==> config.mk <==
export PLATFORM = sky130hd
export DESIGN_NAME = uart_tx_buffered
export DESIGN_NICKNAME = d
export VERILOG_FILES = /design/src/rtl/uart_tx_buffered.sv
export SDC_FILE = /design/constraint.sdc
export NUM_CORES = 1
export LEC_CHECK = 0
export BUFFER_PORTS_ARGS = -buffer_cell sky130_fd_sc_hd__clkbuf_2
export CAP_MARGIN = 25
export CORE_UTILIZATION = 66
export CTS_CLUSTER_DIAMETER = 200
export DETAILED_ROUTE_END_ITERATION = 16
export PLACE_DENSITY = 0.85
export RECOVER_POWER = 25
export SKIP_LAST_GASP = 1
export SYNTH_ARGS = -nofsm -noshare
export SYNTH_HDL_FRONTEND = slang
export SYNTH_SLANG_ARGS = --single-unit
==> constraint.sdc <==
create_clock -name clk_i -period 7 [get_ports clk_i]
set_input_delay 0.7 -clock clk_i [delete_from_list [all_inputs] [get_ports clk_i]]
set_output_delay 0.7 -clock clk_i [all_outputs]
set_load 0.02 [all_outputs]
==> src/rtl/uart_tx_buffered.sv <==
// Buffered UART transmitter: a byte FIFO feeding an 8N1 serializer (8E1 when
// UART_TX_PARITY_EN is defined). The bit period is latched per frame.
`timescale 1ns/1ps

module uart_tx_buffered #(
    parameter int unsigned DEPTH = 16
) (
    input  logic                     clk_i,
    input  logic                     rst_ni,
    input  logic                     wr_en_i,
    input  logic [7:0]               wr_data_i,
    input  logic [15:0]              baud_i,
    input  logic                     wrerr_clr_i,
    output logic                     tx_o,
    output logic                     busy_o,
    output logic                     empty_o,
    output logic                     full_o,
    output logic [$clog2(DEPTH):0]   count_o,
    output logic                     wrerr_o
);

    localparam int unsigned AW = $clog2(DEPTH);
    localparam int unsigned CW = AW + 1;

    typedef enum logic [2:0] {
        IDLE,
        START,
        DATA,
`ifdef UART_TX_PARITY_EN
        PARITY,
`endif
        STOP
    } state_t;

    logic [7:0]    mem [DEPTH];
    logic [AW-1:0] wr_ptr;
    logic [AW-1:0] rd_ptr;
    logic [CW-1:0] count_nxt;

    state_t        state;
    logic [15:0]   period_q;
    logic [15:0]   timer;
    logic [2:0]    bit_idx;
    logic [7:0]    data_q;

    logic          bit_end;
    logic          push;
    logic          pop;
    logic          overflow;
    logic [15:0]   period_in;

    assign bit_end   = (timer == 16'd0);
    assign push      = wr_en_i & ~full_o;
    assign overflow  = wr_en_i & full_o;
    // A new frame may only be taken from idle or at the very end of a stop bit.
    assign pop       = ~empty_o & ((state == IDLE) | ((state == STOP) & bit_end));
    assign period_in = (baud_i == 16'd0) ? 16'd1 : baud_i;

    always_comb begin
        count_nxt = count_o;
        if (push && !pop) begin
            count_nxt = count_o + CW'(1);
        end else if (pop && !push) begin
            count_nxt = count_o - CW'(1);
        end
    end

    // Storage carries no reset; occupancy and pointers define what is valid.
    always_ff @(posedge clk_i) begin
        if (push) begin
            mem[wr_ptr] <= wr_data_i;
        end
    end

    always_ff @(posedge clk_i or negedge rst_ni) begin
        if (!rst_ni) begin
            wr_ptr  <= '0;
            rd_ptr  <= '0;
            count_o <= '0;
            empty_o <= 1'b1;
            full_o  <= 1'b0;
            wrerr_o <= 1'b0;
        end else begin
            if (push) begin
                wr_ptr <= wr_ptr + AW'(1);
            end
            if (pop) begin
                rd_ptr <= rd_ptr + AW'(1);
            end
            count_o <= count_nxt;
            empty_o <= (count_nxt == '0);
            full_o  <= (count_nxt == CW'(DEPTH));
            if (overflow) begin
                wrerr_o <= 1'b1;
            end else if (wrerr_clr_i) begin
                wrerr_o <= 1'b0;
            end
        end
    end

    // Frame sequencer; the bit timer counts down to 0 and reloads on each boundary.
    always_ff @(posedge clk_i or negedge rst_ni) begin
        if (!rst_ni) begin
            state    <= IDLE;
            tx_o     <= 1'b1;
            busy_o   <= 1'b0;
            period_q <= 16'd1;
            timer    <= 16'd0;
            bit_idx  <= 3'd0;
            data_q   <= 8'd0;
        end else begin
            if (!bit_end) begin
                timer <= timer - 16'd1;
            end
            case (state)
                IDLE: begin
                end
                START: begin
                    if (bit_end) begin
                        state   <= DATA;
                        tx_o    <= data_q[0];
                        bit_idx <= 3'd0;
                        timer   <= period_q - 16'd1;
                    end
                end
                DATA: begin
                    if (bit_end) begin
                        timer <= period_q - 16'd1;
                        if (bit_idx == 3'd7) begin
`ifdef UART_TX_PARITY_EN
                            state <= PARITY;
                            tx_o  <= ^data_q;
`else
                            state <= STOP;
                            tx_o  <= 1'b1;
`endif
                        end else begin
                            bit_idx <= bit_idx + 3'd1;
                            tx_o    <= data_q[bit_idx + 3'd1];
                        end
                    end
                end
`ifdef UART_TX_PARITY_EN
                PARITY: begin
                    if (bit_end) begin
                        state <= STOP;
                        tx_o  <= 1'b1;
                        timer <= period_q - 16'd1;
                    end
                end
`endif
                STOP: begin
                    if (bit_end && !pop) begin
                        state  <= IDLE;
                        busy_o <= 1'b0;
                    end
                end
                default: begin
                    state  <= IDLE;
                    tx_o   <= 1'b1;
                    busy_o <= 1'b0;
                end
            endcase
            // Loading a frame overrides whatever the state above decided.
            if (pop) begin
                state    <= START;
                tx_o     <= 1'b0;
                busy_o   <= 1'b1;
                data_q   <= mem[rd_ptr];
                period_q <= period_in;
                timer    <= period_in - 16'd1;
                bit_idx  <= 3'd0;
            end
        end
    end

endmodule

==> out/results.txt <==
Cell taking the most area after synthesis: edfxtp_1
CP delay by family, top: simple AND/OR/NAND/NOR gates
Vias: 5349
CTS Hold Buffers Added: 0
Clock skew: 9.95 ps
Unrepaired setup endpoints after global routing: no
Ys Warns: 0
Chip Width: 117 um
Syn_nets: 673
Worst path max stage delay: 940 ps
Post-CTS setup buffers: 0
Final RePlAce weighted congestion: 0.920
Maxcap violations: 0
Worst-path clk slew: 70 ps
# IOs: 38
Power Internal: 0.00258 W
Dpl ws: 3720 ps
Final Net Count: 706
Register area share after synthesis: 62.1%
Setup TNS Final: 0 ps
FFs w/ async S/R, synth: 33.0%
Synth Instances: 628
CTS max path bufs: 2
Leak pwr: 3.51 nW
Global route overflow: 0
First-pass DRT Iterations: 6
Seq cells post-synth: 191
Setup Viol. Count Final: 0
CTS tree: done
HPWL after detailed placement: 11.8 mm
Fraction of the cycle the final worst path needs: 46.6%
Sw Pwr: 0.00138 W
Crit-path cells: nor4_1 > nor3b_4 > a41o_2 > a2bb2oi_2 > xnor2_1 > nor4_1
Residual DRC: 0
WL/cell: 21.1 um
Gr usage total: 29.0%
Synth top area share: 44.0%
Critical-path top delay cell: a41o_2
Distinct cells, synth: 57
Maximum vdd ir drop: 0.404 mV
Outcome: complete, no violations
Synthesized area: 8740 sq um
CTS root buffer: clkbuf_16
CTS HTree Levels: 4
Buf/Inv on CP: 0
CP required: 7330 ps
Worst path most repeated cell: nor4_1
Clk_lat worst skew: 440 ps
ANT nets after route: 0
Switching share of power: 34.9%
Power Density: 412 nW/um^2
Number of synthesized flops with an enable pin: 128
Top_reg_cell synth: edfxtp_1
Combinational share of power: 33.8%
Ant diodes: 0
Avg Inst Size Synth: 13.9 sq um
Largest net degree at the start of global routing: 64
Global-route wire length before repair: 28.3 mm
Core ar.: 12800 sq um
Cell with the most instances after synthesis: edfxtp_1
Initial antenna violation count: 0
Worst setup SP type: flop
Filler cell count: 763
Gates resized, CTS repair: 0
Share of layout cells above drive strength 1: 18.1%
Crit path max fanout: 57
Via-to-Cell Ratio: 6.33
Count of input and output buffers: 37
Worst hold path class: in -> async
Seq pwr share: 42.5%
CP Capture Type: flop
CTS Buf Count: 17
Worst rel slew slack: 33.8%
Area Overhead vs Synth: 10.1%
Final Max Tran Viols: 0
Sink Count: 191
DRT iter0 DRCs: 628
WHS: 438 ps
Clock Power Share: 23.7%
Num rows: 41
Final hold vios: 0
Initial Util: 68.4%
CP Class: reg -> reg
Final wirelength: 17.9 mm
Tmin final: 3260 ps
Vias in the first global route: 5410
Final WS setup: 3740 ps
DIE AREA: 13700 sq um
Ranking of synthesized cells by area: edfxtp_1 (44%), dfrtp_1 (17%), mux4_2 (11%)
Worst-margin pin slew: 993 ps
Critical Path AT: 3590 ps
Synth top cells by count: edfxtp_1 (128), nand2_1 (97), dfrtp_1 (60)
Die Y: 117 um
F_max: 0.306 GHz
[cell type report]
| cell class | instances | area, sq um | area share, % |
|---|---|---|---|
| clock buffers | 21 | 440 | 4.58 |
| clock inverters | 10 | 128 | 1.33 |
| well taps | 172 | 215 | 2.24 |
| multi-input cells | 396 | 3150 | 32.8 |
| flip-flops and latches | 191 | 5430 | 56.4 |
| inverters | 14 | 52.6 | 0.546 |
| repair buffers | 41 | 206 | 2.15 |
[power groups by stage]
stage | registers, W | logic [W] | clock network [W]
after floorplan | 0.00164 | 0.00103 | 0
after global placement | 0.00168 | 0.00127 | 0
after detailed placement | 0.00169 | 0.00133 | 0
after CTS | 0.00168 | 0.00135 | 0.000948
after global routing | 0.00171 | 0.00147 | 0.000988
final | 0.00168 | 0.00134 | 0.000942
[worst register-to-register path, delay by kind of cell, from the launching register on]
kind,cells,cell delay [ps]
compound gates,2,1150
flops,1,420
xor+xnor,1,130
simple gates,3,1470
[state kept, by name, indices dropped and copies added, names as in the netlist]
register / cells
count_o: 5
bit_idx: 3
data_q: 8
wr_ptr: 4
busy_o: 1
tx_o: 1
rd_ptr: 4
empty_o: 1
timer: 16
full_o: 1
state: 2
period_q: 16
wrerr_o: 1
mem: 128
[final timing paths]
check	start	endpoint	slack (ps)	cells after the start
min in group clk_i	wrerr_clr_i	wrerr_o	460	2
worst max-delay path	timer[2]	empty_o	3740	6
worst min-delay path	rst_ni	wr_ptr[2]	440	2
max in group asynchronous	rst_ni	rd_ptr[0]	6000	2
worst min register to register	data_q[7]	data_q[7]	480	2
worst max register to register	timer[2]	empty_o	3740	6
[logic make-up (layout without fill, tap and decap cells)]
| logic type | after synthesis | after routing | synth area share (%) |
|---|---|---|---|
| flip-flops | 191 | 191 | 62.1 |
| AO/OA/AOI/OAI | 73 | 73 | 5.76 |
| AND/OR/NAND/NOR | 218 | 218 | 12.2 |
| XOR/XNOR | 40 | 40 | 4.01 |
| adder cells (fa/ha/maj) | 17 | 17 | 2.43 |
| multiplexers | 48 | 48 | 11.6 |
| buffers and inverters | 41 | 86 | 1.86 |
[metal layers]
metal | GRT usage, % | vias to the layer above | wire, um
met1 | 36.2 | 2701 | 7020
met5 | 0 | - | 0
met3 | 5.77 | 43 | 865
met2 | 50.2 | 196 | 9510
li1 | - | 2409 | -
met4 | 12.2 | 0 | 453
[placed cells by master (no fill, tap or decap), drive strengths merged, types with 18 or more instances in the layout]
cell / instances
clkbuf: 58
dfrtp: 60
edfxtp: 128
inv: 18
mux4: 42
nand2: 97
nor2: 35
xnor2: 29
[metrics by stage]
step | cell area (sq um) | std cells | total power (W) | utilization, %
2_1_floorplan | 8740 | 628 | 0.00267 | -
3_3_place_gp | 9060 | 814 | 0.00294 | 70.9
3_5_place_dp | 9060 | 814 | 0.00302 | 70.9
4_1_cts | 9630 | 845 | 0.00398 | 75.4
5_1_grt | 9620 | 845 | 0.00417 | 75.3
6_report | 9620 | 845 | 0.00397 | 75.3
Note: power is estimated with default switching activity, not from simulation.
